==> config.mk <==
export PLATFORM = sky130hd
export DESIGN_NAME = bcd_ascii_streamer
export DESIGN_NICKNAME = d
export VERILOG_FILES = /design/src/rtl/dd_pkg.sv /design/src/rtl/leading_digit_finder.sv /design/src/rtl/bcd_ascii_streamer.sv
export SDC_FILE = /design/constraint.sdc
export NUM_CORES = 1
export LEC_CHECK = 0
export CORE_MARGIN = 2
export CORE_UTILIZATION = 45
export CTS_BUF_LIST = sky130_fd_sc_hd__clkbuf_8
export CTS_CLUSTER_DIAMETER = 150
export CTS_CLUSTER_SIZE = 24
export DETAILED_ROUTE_END_ITERATION = 6
export GPL_TIMING_DRIVEN = 0
export PLACE_DENSITY = 0.7
export SYNTH_ARGS = -nofsm -noshare
export SYNTH_HDL_FRONTEND = slang
export SYNTH_HIERARCHICAL = 1
export SYNTH_SLANG_ARGS = --single-unit
==> constraint.sdc <==
create_clock -name i_clk -period 8.33 [get_ports i_clk]
set_input_delay 1.666 -clock i_clk [delete_from_list [all_inputs] [get_ports i_clk]]
set_output_delay 1.666 -clock i_clk [all_outputs]
set_load 0.02 [all_outputs]
==> src/rtl/dd_pkg.sv <==
// Shared types and constants for the DoubleDabble BCD path and its ASCII streamer.
package dd_pkg;

  typedef logic [3:0] bcd_digit_t;

  typedef enum logic [1:0] {IDLE, SEND, TERM, FIN} streamer_state_t;

  localparam logic [7:0] ASCII_ZERO  = 8'h30;
  localparam logic [7:0] ASCII_QMARK = 8'h3F;

  // Invalid BCD digits (> 9) render as '?'.
  function automatic logic [7:0] digit_to_ascii(input bcd_digit_t d);
    return (d > 4'd9) ? ASCII_QMARK : (ASCII_ZERO + {4'h0, d});
  endfunction

endpackage

==> src/rtl/leading_digit_finder.sv <==
// Priority encoder: index of the most significant non-zero BCD digit, 0 when all digits are zero.
module leading_digit_finder
  import dd_pkg::*;
#(
  parameter int unsigned D  = 10,
  parameter int unsigned IW = (D > 1) ? $clog2(D) : 1
) (
  input  bcd_digit_t [D-1:0] i_digits,
  output logic [IW-1:0]      o_idx
);

  // Ascending scan so the highest non-zero position wins.
  always_comb begin
    o_idx = '0;
    for (int i = 0; i < D; i++) begin
      if (i_digits[i] != 4'h0) o_idx = IW'(i);
    end
  end

endmodule

==> src/rtl/bcd_ascii_streamer.sv <==
// Captures a packed BCD result and streams it as leading-zero-suppressed ASCII decimal plus EOL
// over a valid/accept handshake.
module bcd_ascii_streamer
  import dd_pkg::*;
#(
  parameter int unsigned D   = 10,
  parameter logic [7:0]  EOL = 8'h0A
) (
  input  logic               i_clk,
  input  logic               i_rst,
  input  logic               i_load,
  input  bcd_digit_t [D-1:0] i_bcd,
  output logic [7:0]         o_char,
  output logic               o_valid,
  input  logic               i_accept,
  output logic               o_busy,
  output logic               o_done,
  output logic               o_error
);

  localparam int unsigned IW = (D > 1) ? $clog2(D) : 1;

  streamer_state_t    r_state;
  bcd_digit_t [D-1:0] r_digits;
  logic [IW-1:0]      r_idx;
  logic [7:0]         r_char;
  logic               r_valid;
  logic               r_busy;
  logic               r_done;
  logic               r_error;

  logic [IW-1:0]      w_lead;
  logic [IW-1:0]      w_idx_dec;
  logic               w_bad;

  leading_digit_finder #(
    .D  (D),
    .IW (IW)
  ) u_finder (
    .i_digits (i_bcd),
    .o_idx    (w_lead)
  );

  always_comb begin
    w_bad = 1'b0;
    for (int i = 0; i < D; i++) begin
      if (i_bcd[i] > 4'd9) w_bad = 1'b1;
    end
  end

  assign w_idx_dec = r_idx - 1'b1;

  // Next character is computed ahead of the accept so Char stays a pure register output.
  always_ff @(posedge i_clk) begin
    if (i_rst) begin
      r_state  <= IDLE;
      r_digits <= '0;
      r_idx    <= '0;
      r_char   <= 8'h00;
      r_valid  <= 1'b0;
      r_busy   <= 1'b0;
      r_done   <= 1'b0;
      r_error  <= 1'b0;
    end else begin
      unique case (r_state)
        IDLE: begin
          r_done <= 1'b0;
          if (i_load) begin
            r_digits <= i_bcd;
            r_idx    <= w_lead;
            r_error  <= w_bad;
            r_char   <= digit_to_ascii(i_bcd[w_lead]);
            r_valid  <= 1'b1;
            r_busy   <= 1'b1;
            r_state  <= SEND;
          end
        end
        SEND: begin
          if (i_accept) begin
            if (r_idx == '0) begin
              r_char  <= EOL;
              r_state <= TERM;
            end else begin
              r_idx  <= w_idx_dec;
              r_char <= digit_to_ascii(r_digits[w_idx_dec]);
            end
          end
        end
        TERM: begin
          if (i_accept) begin
            r_char  <= 8'h00;
            r_valid <= 1'b0;
            r_busy  <= 1'b0;
            r_done  <= 1'b1;
            r_state <= FIN;
          end
        end
        FIN: begin
          r_done  <= 1'b0;
          r_state <= IDLE;
        end
        default: r_state <= IDLE;
      endcase
    end
  end

  assign o_char  = r_char;
  assign o_valid = r_valid;
  assign o_busy  = r_busy;
  assign o_done  = r_done;
  assign o_error = r_error;

endmodule

## Yosys cells after proc, flatten, opt, wreduce, memory -nomap -nowiden

Index checks and enable logic that the tools add are counted.
W data, S select, Z words.

- Memories: 0
- Output and inout bits: 12
- Bits in registers: 57
- Bits in writable memories: 0
- Word-level logic and storage cells: 107
- Bits in latches: 0
- ROM bits: 0

- Multipliers: 0
- Bitwise gates (word level): 0
- Div/mod/pow operators: 0
- Shift-type cells: 0
- Multiplexer cells: 44
- Reduce and logical (&&, ||, !) cells: 22
- Add/subtract/negate cells: 3
- Eq/ne operators: 8
- Order comparisons: 14

Operators with widths:

| cell | count |
|---|---|
| $gt A4 B4 Y1 const B | 12 |
| $reduce_bool A4 Y1 | 9 |
| $bmux W4 S4 | 2 |
| $mux W4 | 7 |
| $mux W8 | 3 |
| $pmux W8 S3 | 1 |
| $mux W7 | 3 |
| $add A6 B4 Y7 const A | 2 |
| $mux W1 | 14 |
| $mux W2 | 6 |
| $mux W3 | 4 |
| $reduce_and A4 Y1 | 3 |
| $lt A4 B5 Y1 const B | 2 |
| $ne A2 B2 Y1 const B | 5 |
| $pmux W2 S4 | 1 |
| $pmux W4 S2 | 1 |
| $reduce_bool A2 Y1 | 3 |
| $eq A2 B2 Y1 const B | 2 |
| $logic_not A4 Y1 | 1 |
| $pmux W1 S2 | 2 |
| $reduce_and A2 Y1 | 2 |
| $sub A4 B1 Y4 const B | 1 |
| $reduce_and A3 Y1 | 1 |
| $reduce_bool A3 Y1 | 1 |
| 3 further kinds | 3 |

## Longest topological paths before layout

Gate-level depths: netlist of run 1.

- Word-level depth: 16
- Depth in mapped cells: 12
- Mapped depth without buffers: 10

## By module

The synthesis of run 1 kept the hierarchy.

Modules (own cells, without submodules):

| module | cells an instance | seq. area each (µm²) | area an instance (µm²) | times used |
|---|---|---|---|---|
| bcd_ascii_streamer | 369 | 1081.0 | 3016.6 | 1 |
| leading_digit_finder | 21 | 0.0 | 156.4 | 1 |

## Worst setup path before layout of run 1

No wires, ideal clock.

- Kind: in2reg
- Start: input i_bcd[9] (netlist bit)
- End: register r_char[2] (netlist: o_char[2])
- Buffers on the path: 1
- Library setup time: 133 ps
- Data arrival time: 4055 ps
- Cell stages on the path: 10
- Slack: 4142 ps
- Cells stage by stage: or4_4 > o211ai_2 > a21oi_2 > o21ai_2 > buf_2 > mux4_2 > a221oi_1 > nor2_1 > a221oi_1 > a211oi_1

- Word-level cells in the longest chain between the ends: 15
- Elaborated cells between the ends (all ways): 16

RTL lines:

| what | RTL line | RTL |
|---|---|---|
| from (decl) | bcd_ascii_streamer.sv:12 | `input bcd_digit_t [D-1:0] i_bcd,` |
| $reduce_bool A4 Y1 (*) | leading_digit_finder.sv:16 | `if (i_digits[i] != 4'h0) o_idx = IW'(i);` |
| $mux W2 (*) (2 in series) | leading_digit_finder.sv:16 |  |
| $mux W3 (*) (4 in series) | leading_digit_finder.sv:16 |  |
| $mux W4 (*) (2 in series) | leading_digit_finder.sv:16 |  |
| net w_lead[0] | bcd_ascii_streamer.sv:32 | `logic [IW-1:0] w_lead;` |
| $bmux W4 S4 (*) | bcd_ascii_streamer.sv:72 | `r_char <= digit_to_ascii(i_bcd[w_lead]);` |
| $mux W4 (implied by the code) (*) | bcd_ascii_streamer.sv:72 |  |
| $add A6 B4 Y7 / $gt A4 B4 Y1 (equally long branches) | dd_pkg.sv:13 | `return (d > 4'd9) ? ASCII_QMARK : (ASCII_ZERO + {4'h0, d});` |
| $mux W7 (*) | dd_pkg.sv:13 |  |
| $mux W8 (*) | bcd_ascii_streamer.sv:68 | `if (i_load) begin` |
| $pmux W8 S3 (*) | bcd_ascii_streamer.sv:65 | `unique case (r_state)` |
| to (signal assigned) | bcd_ascii_streamer.sv:72 |  |
| to (signal assigned) | bcd_ascii_streamer.sv:85 | `r_char <= digit_to_ascii(r_digits[w_idx_dec]);` |
| to (decl) | bcd_ascii_streamer.sv:26 | `logic [7:0] r_char;` |

Mark *: on every way through the listed nets, which the timed path passes. The rest lies on a longest branch. The select of a mux whose other input is x is not followed.
A chain may end at the register's enable or synchronous reset.

## Worst setup path in the final report of run 1

- Start: input i_bcd[39] (netlist bit)
- End: register r_char[1] (netlist: o_char[1])

- Word-level cells in the longest chain between the ends: 8
- Elaborated cells between the ends (all ways): 9

RTL lines:

| what | RTL line |
|---|---|
| $reduce_bool A4 Y1 (*) | leading_digit_finder.sv:16 |
| $mux W4 (*) | leading_digit_finder.sv:16 |
| net w_lead[3] | bcd_ascii_streamer.sv:32 |
| $bmux W4 S4 (*) | bcd_ascii_streamer.sv:72 |
| $mux W4 (implied by the code) (*) | bcd_ascii_streamer.sv:72 |
| $add A6 B4 Y7 / $gt A4 B4 Y1 (equally long branches) | dd_pkg.sv:13 |
| $mux W7 (*) | dd_pkg.sv:13 |
| $mux W8 (*) | bcd_ascii_streamer.sv:68 |
| $pmux W8 S3 (*) | bcd_ascii_streamer.sv:65 |

Marks and branches as above.

==> results of run 1 <==
cell type report:
type                    count  area share
plain buffers              30      0.0371
clock buffers               5      0.0176
multi-input cells         300       0.492
clock inverters             3     0.00735
repair buffers             52       0.133
inverters                   7     0.00671
flip-flops and latches     54       0.276
well taps                  96      0.0307
placed cells by master, fill, tap and decap left out, types with 3 or more instances in the layout:
cell type and instances:
a211o_1 3, o211ai_2 4, nor3_1 5, a221oi_1 3, or4_1 4, clkbuf_8 5, clkdlybuf4s50_1 52, a21oi_1 55
clkbuf_1 20, nand2_1 91, nand2b_1 3, mux4_1 4, nor4_1 4, nand3_1 3, mux2i_1 18, o21ai_1 3
or4_4 3, a211oi_1 5, dfxtp_1 54, nor2_1 24, mux4_2 8, inv_1 7, o21ai_0 11, o22ai_1 3
buf_4 4, ha_1 5, nand4_1 8, nor2b_1 5, o221ai_1 3
sequential cells by signal (all words and copies together), names as in the netlist:
signal and flops:
r_idx 4, o_done 1, r_state 2, o_char 5
o_busy 1, o_error 1, r_digits 40
critical path: cells and delay by family:
family,cells,cell delay (ns)
and+or+nand+nor,3,0.99
muxes,1,0.39
buffers and inverters,2,0.91
AOI/OAI and AO/OA,4,1.14
through the flow:
| step | instances | hold WS, ns | instance area (um^2) |
|---|---|---|---|
| 2_1_floorplan | 391 | 0.432 | 3180 |
| 4_1_cts | 547 | 0.459 | 3920 |
| 3_5_place_dp | 539 | 0.444 | 3820 |
| 3_3_place_gp | 539 | 0.438 | 3820 |
| 5_1_grt | 547 | 0.478 | 3920 |
| 6_report | 547 | 0.458 | 3920 |
metal layers:
layer / track usage / vias up
met2: 0.423 / 121
met5: 0 / -
met1: 0.323 / 1447
met3: 0.0490 / 17
li1: - / 1517
met4: 0.0755 / 0
kinds of logic (layout without fill, tap and decap cells):
group	Yosys count	count (layout)
AO/OA/AOI/OAI	103	103
flip-flops	54	54
buffers and inverters	37	97
adder cells (fa/ha/maj)	5	5
AND/OR/NAND/NOR	158	158
XOR/XNOR	2	2
multiplexers	30	30
other	1	2
final timing paths:
kind                              startpoint           end  slack (ns)  cells past startpoint
worst max-delay path               i_bcd[39]     o_char[1]        3.43                     10
worst min-delay path            r_digits[15]  r_digits[15]        0.46                      2
worst max register to register      r_idx[0]     o_char[2]        5.12                     11
worst min register to register  r_digits[15]  r_digits[15]        0.46                      2
power groups by stage:
stage | logic [mW] | registers (mW) | clock network (mW)
after floorplan | 0.390 | 0.367 | 0
after global placement | 0.559 | 0.356 | 0
after CTS | 0.570 | 0.353 | 0.160
final | 0.574 | 0.354 | 0.158
after global routing | 0.633 | 0.361 | 0.169
after detailed placement | 0.567 | 0.359 | 0
==> flow_metrics.tcl, run 1 <==
set metrics [dict create \
    status "complete, no violations" \
    nets 499 \
    drt_first_pass_iters 4 \
    power_frac_comb 0.529 \
    cts_resized 0 \
    path_clk_slew_ns 0.11 \
    num_rows 30 \
    pwr-share-seq 0.326 \
    fin_util 0.576 \
    crit_type "primary input to flop" \
    p_per_area_mw_per_mm2 277 \
    drt_iter0_markers 210 \
    synth_compound_area_frac 0.205 \
    totalWireLength_um 9240 \
    power.internal_mw 0.617 \
    ant_nets 0 \
    slew_headroom 0.311 \
    async_reset_ff_frac 0 \
    cts_setup_buffers 0 \
    yosysMostFrequentCell "nand2_1" \
    hpwlAfterDp_um 7230 \
    cts-root-buf "clkbuf_8" \
    postSynthAreaPerCell_um2 8.14 \
    crit_top_cell "a221oi_1" \
    synthDistinctLibCells 51 \
    drc_errors 0 \
    num_io_pins 56 \
    synth-seq-cells 54 \
    worst_setup_path_end_kind "flop" \
    synth_simple_gate_area_share 0.227 \
    dp_slack_ns 3.19 \
    arrival_ns 5.09 \
    period_needed_ns 4.90 \
    area_growth_pct 23.4 \
    route.met3.wl_um 639 \
    via_count 3102 \
    synthFlopType "dfxtp_1" \
    core_mm2 0.00679 \
    finalSetupViolations 0 \
    slowest_delay_ns 0.52 \
    place_congestion 0.965 \
    hold_viol_final 0 \
    seqCellArea_mm2 0.00108 \
    rsz0062_at_grt "no" \
    synth_top_family_by_area "simple AND/OR/NAND/NOR gates" \
    insertion_delay_ns 0.32 \
    initial_utilization 0.467 \
    fin_crit_sh 0.588 \
    synth.area.top_cells "dfxtp_1 (34%), nand2_1 (11%), a21oi_1 (8.7%)" \
    cp.required_ns 8.52 \
    ir_drop_mv 0.126 \
    drv_slew 0 \
    drive_gt1_frac 0.0843 \
    switchingPower_mw 0.468 \
    yosysTopAreaCell "dfxtp_1" \
    n_antenna_cell 0 \
    synth_top_area_share 0.341 \
    clock-sinks 54 \
    grt_overflow 0 \
    synthesis.area_mm2 0.00317 \
    synth_edf_count 0 \
    synth-warning-count 6 \
    critPathLaunchType "primary input" \
    max_freq_ghz 0.204 \
    cts.hold.buffers_added 0 \
    antenna_found_initial 0 \
    wire_per_inst_um 16.9 \
    vias_per_cell 5.67 \
    top_layer "met4" \
    grt_max_degree 20 \
    wl_met1_um 3960 \
    worst_clock_skew_ns 0.00862 \
    wl_met2_um 4440 \
    synth.area.mux_share 0.147 \
    die_x_um 88.0 \
    crit_chain "clkdlybuf4s50_1 -> nor4_1 -> nand2_1 -> a21oi_1 -> clkbuf_1 -> mux4_2 -> a221oi_1 -> nor2_1 -> a221oi_1 -> a211oi_1" \
    htreeDepth 2 \
    clockPowerShare 0.146 \
    grt_pass1_vias 3061 \
    fin_setup_tns_ns 0 \
    multi_input_area_mm2 0.00192 \
    synthCells 390 \
    hp-class "flop to flop" \
    yosys.area_share.adder 0.0197 \
    grt_pass1_wl_um 14900 \
    total_power_mw 1.09 \
    ys_top_cells_by_count "nand2_1 (91), a21oi_1 (55), dfxtp_1 (54)" \
    nFillCells 639 \
    max-cap-violations 0 \
    cts_tree "built" \
    die_y_um 88.0 \
    synth_xor_area_frac 0.00552 \
    dieArea_mm2 0.00774 \
    p_leak_nw 1.46 \
    clock_path_buffers 2 \
    yosysSeqAreaShare 0.341 \
    p_sw_frac 0.431 \
    slowest_stage "clkdlybuf4s50_1" \
    grt_usage 0.250 \
    timing_worst_slew_pin_value_ns 1.03 \
    cts_buffers 5 \
    cp_max_fo 9 \
    port_buffers 52 \
    setup_slack_ns 3.43 \
]
Note: power is estimated with default switching activity, not from simulation.
==> run 2, diff against run 1 <==
Settings changed: PLACE_DENSITY 0.7 to 0.73.
Clock period 8.33 ns to 4.5 ns, I/O delays scaled along.
==> flow_metrics.tcl, run 2 (synthesis results as in run 1) <==
set metrics [dict create \
    totalWireLength_um 9400 \
    drv_slew 0 \
    clock_path_buffers 2 \
    finalSetupViolations 0 \
    place_congestion 0.926 \
    critPathLaunchType "primary input" \
    drive_gt1_frac 0.0843 \
    status "complete, no violations" \
    period_needed_ns 4.01 \
    cts_setup_buffers 0 \
    antenna_found_initial 0 \
    r2r-end "o_char[2]" \
    cp.required_ns 4.69 \
    drt_first_pass_iters 5 \
    grt_pass1_vias 3109 \
    max_freq_ghz 0.250 \
    port_buffers 52 \
    design_area_mm2 0.00394 \
    initial_utilization 0.467 \
    min_to "r_digits[10]" \
    n_antenna_cell 0 \
    core_mm2 0.00679 \
    r2r_cells 11 \
    cts_tree "built" \
    mostFrequentLayoutCells "nand2_1 (91), a21oi_1 (55), dfxtp_1 (54), clkdlybuf4s50_1 (52), nor2_1 (24)" \
    drc_errors 0 \
    timing_worst_slew_pin_value_ns 1.00 \
    grt_pass1_wl_um 15300 \
    crit_type "primary input to flop" \
    wl_met1_um 4140 \
    hpwlAfterDp_um 7290 \
    via_count 3199 \
    hp-class "flop to flop" \
    die_x_um 88.0 \
    cp_max_fo 10 \
    dieArea_mm2 0.00774 \
    wire_per_inst_um 17.2 \
    fin_setup_tns_ns 0 \
    route.met3.wl_um 690 \
    regMostFlops "r_digits" \
    path_clk_slew_ns 0.10 \
    drt_iter0_markers 269 \
    total_power_mw 2.07 \
    worst_setup_path_end_kind "flop" \
    grt_overflow 0 \
    cts_resized 0 \
    layout_commonest_cell "nand2_1" \
    clock-sinks 54 \
    arrival_ns 4.19 \
    cts.hold.buffers_added 0 \
    min_from "r_digits[10]" \
    r2r-start "r_idx[0]" \
    wl_met2_um 4400 \
    top_layer "met4" \
    cts_buffers 5 \
    insertion_delay_ns 0.32 \
    rrSetupSlack_ns 1.31 \
    grt_usage 0.256 \
    max-cap-violations 0 \
    dpl_cell_area_mm2 0.00382 \
    num_rows 30 \
    grt_max_degree 19 \
    area_growth_pct 24.0 \
    ir_drop_mv 0.229 \
    ant_nets 0 \
    largest_reg_flops 40 \
    vias_per_cell 5.85 \
    hold_viol_final 0 \
    worst_clock_skew_ns 0.00623 \
    fin_crit_sh 0.890 \
    slew_headroom 0.325 \
    hold_path_depth 2 \
    die_y_um 88.0 \
    num_io_pins 56 \
    p_leak_nw 1.47 \
    p_per_area_mw_per_mm2 526 \
    rsz0062_at_grt "no" \
    htreeDepth 2 \
    cts-root-buf "clkbuf_8" \
    nets 499 \
]
-- run 2: cell types whose count changed in the layout (fill, tap and decap cells not counted), sizes merged --
| cell | before | now |
|---|---|---|
| clkinvlp | 0 | 1 |
| bufinv | 0 | 1 |
| clkinv | 2 | 0 |
-- run 2: where the power goes --
part           total, mW  internal (mW)  switching (mW)
clock              0.347          0.170           0.177
combinational       1.07          0.435           0.632
sequential         0.657          0.592          0.0646
total               2.07           1.20           0.874
-- run 2: how the worst max path moves through the flow --
stage,start,to
floorplan,i_bcd[9],o_char[2]
global placement,i_bcd[11],o_char[1]
detailed placement,i_bcd[11],o_char[2]
CTS,i_bcd[11],o_char[2]
global route,i_bcd[11],o_char[2]
finish,i_bcd[11],o_char[2]
-- run 2: final cells by class --
type	instances	area, um^2
flip-flops and latches	54	1080
multi-input cells	300	1920
well taps	96	120
inverters	7	26.3
fillers	640	2860
clock inverters	3	48.8
plain buffers	30	145
clock buffers	5	68.8
repair buffers	52	520
-- run 2: worst max-delay path: stages --
cell and delay [ns]:
clkdlybuf4s50_1 0.52, or4_4 0.54, o211ai_2 0.19, a21oi_2 0.09, o21ai_2 0.11, buf_2 0.28, buf_2 0.35, mux2i_1 0.23
nor3_1 0.07, a221oi_1 0.37, nor2_1 0.16, a221oi_1 0.30, a211oi_1 0.10
-- run 2: metal layers --
layer,track usage,up-vias
met5,0,-
met4,0.0783,0
met3,0.0481,14
met2,0.415,143
met1,0.346,1522
li1,-,1520
-- run 2: through the flow --
| stage | util | setup WS, ns | hold WS [ns] | instances |
|---|---|---|---|---|
| final | 0.579 | 0.494 | 0.461 | 547 |
| after global routing | 0.579 | 0.244 | 0.482 | 547 |
| after CTS | 0.579 | 0.538 | 0.461 | 547 |
| after detailed placement | 0.562 | 0.207 | 0.446 | 539 |
| after global placement | 0.562 | 0.189 | 0.439 | 539 |
| after floorplan | - | 1.08 | 0.432 | 391 |
==> run 3, diff against run 2 <==
Settings changed: CORE_ASPECT_RATIO from default to 1.2.
==> flow_metrics.tcl, run 3 (synthesis results as in run 1) <==
set metrics [dict create \
    drc_errors 0 \
    num_io_pins 56 \
    cts_tree "built" \
    clockPowerShare 0.142 \
    timing_worst_slew_pin_value_ns 0.993 \
    clock-sinks 54 \
    grt_usage 0.247 \
    fin_cells 538 \
    drt_iter0_markers 240 \
    arrival_ns 4.14 \
    r2r-end "o_char[2]" \
    cts_resized 0 \
    insertion_delay_ns 0.31 \
    route.met3.wl_um 633 \
    max-cap-violations 0 \
    seqCellArea_mm2 0.00108 \
    hold_path_depth 2 \
    hold_viol_final 0 \
    core_mm2 0.00681 \
    totalWireLength_um 9160 \
    die_x_um 80.7 \
    fin_setup_tns_ns 0 \
    wl_met2_um 4460 \
    dieArea_mm2 0.00774 \
    place_congestion 0.947 \
    max_freq_ghz 0.253 \
    drive_gt1_frac 0.0843 \
    status "complete, no violations" \
    cp.required_ns 4.68 \
    clock_path_buffers 2 \
    critPathLaunchType "primary input" \
    dp_cells 530 \
    switchingPower_mw 0.865 \
    die_y_um 96.0 \
    wl_met1_um 3780 \
    cts_setup_buffers 0 \
    grt_overflow 0 \
    drv_slew 0 \
    via_count 3124 \
    timing.hold.ws_ns 0.457 \
    rrSetupSlack_ns 1.05 \
    num_rows 33 \
    hpwlAfterDp_um 7290 \
    port_buffers 52 \
    p_leak_nw 1.46 \
    pwr-share-seq 0.326 \
    n_antenna_cell 0 \
    p_sw_frac 0.429 \
    nets 499 \
    slew_headroom 0.332 \
    nFillCells 653 \
    finalSetupViolations 0 \
    cts.hold.buffers_added 0 \
    wire_per_inst_um 17.0 \
    min_to "r_digits[29]" \
    cts-root-buf "clkbuf_8" \
    crit_type "primary input to flop" \
    grt_pass1_vias 2939 \
    fin_crit_sh 0.880 \
    ir_drop_mv 0.341 \
    hp-class "flop to flop" \
    path_clk_slew_ns 0.10 \
    regMostFlops "r_digits" \
    worst_setup_path_end_kind "flop" \
    drt_first_pass_iters 5 \
    cp_max_fo 10 \
    multi_input_area_mm2 0.00192 \
    mostFrequentLayoutCells "nand2_1 (91), a21oi_1 (55), dfxtp_1 (54), clkdlybuf4s50_1 (52), nor2_1 (24)" \
    ant_nets 0 \
    vias_per_cell 5.81 \
    grt_pass1_wl_um 14500 \
    rsz0062_at_grt "no" \
    period_needed_ns 3.96 \
    r2r_cells 11 \
    htreeDepth 2 \
    power_frac_comb 0.532 \
    p_per_area_mw_per_mm2 517 \
    top_layer "met4" \
    antenna_found_initial 0 \
    grt_max_degree 17 \
    r2r-start "r_idx[0]" \
    layout_commonest_cell "nand2_1" \
    initial_utilization 0.466 \
    power.internal_mw 1.15 \
    cts_buffers 5 \
    worst_clock_skew_ns 0.00699 \
    area_growth_pct 22.9 \
    min_from "r_digits[29]" \
    largest_reg_flops 40 \
]
==> run 3: final cells by class <==
| type | instances | area share |
|---|---|---|
| sequential | 54 | 0.277 |
| inverter | 7 | 0.00674 |
| clock buffer | 6 | 0.0212 |
| buffer | 30 | 0.0372 |
| clock inverter | 2 | 0.00321 |
| multi-input combinational | 300 | 0.493 |
| timing repair buffer | 52 | 0.133 |
| tap | 87 | 0.0279 |
==> run 3: layer usage <==
metal  vias to the layer above  global-route usage
met2                       144               0.419
met4                         0              0.0989
met3                        22              0.0441
met5                         -                   0
li1                       1514                   -
met1                      1444               0.311
==> run 3: power groups by stage <==
| stage | clock network, mW | registers (mW) | logic [mW] |
|---|---|---|---|
| finish | 0.287 | 0.658 | 1.07 |
| global route | 0.316 | 0.671 | 1.17 |
| CTS | 0.292 | 0.658 | 1.06 |
| detailed placement | 0 | 0.669 | 1.06 |
| global placement | 0 | 0.662 | 1.04 |
| floorplan | 0 | 0.680 | 0.723 |
==> run 3: worst max path at each step <==
stage / from / endpoint / slack [ns] / cells past startpoint
2_1_floorplan: i_bcd[9] / o_char[2] / 1.08 / 10
3_3_place_gp: i_bcd[9] / o_char[2] / 0.31 / 13
3_5_place_dp: i_bcd[27] / o_char[2] / 0.26 / 13
4_1_cts: i_bcd[27] / o_char[2] / 0.59 / 13
5_1_grt: i_bcd[9] / o_char[2] / 0.33 / 13
6_report: i_bcd[9] / o_char[2] / 0.54 / 13
==> run 3: metrics by stage <==
step	area, um^2	power (mW)	utilization	setup slack (ns)
CTS	3900	2.01	0.573	0.591
detailed placement	3810	1.73	0.559	0.261
floorplan	3180	1.40	-	1.08
global route	3900	2.16	0.573	0.334
global placement	3810	1.70	0.559	0.306
finish	3900	2.02	0.573	0.540
==> run 3: critical path, stage by stage <==
cell,delay [ns]
clkdlybuf4s50_1,0.49
or4_4,0.57
o211ai_2,0.18
a21oi_2,0.09
o21ai_2,0.10
buf_2,0.28
buf_2,0.34
mux2i_1,0.22
nor3_1,0.08
a221oi_1,0.33
nor2_1,0.13
a221oi_1,0.33
a211oi_1,0.12
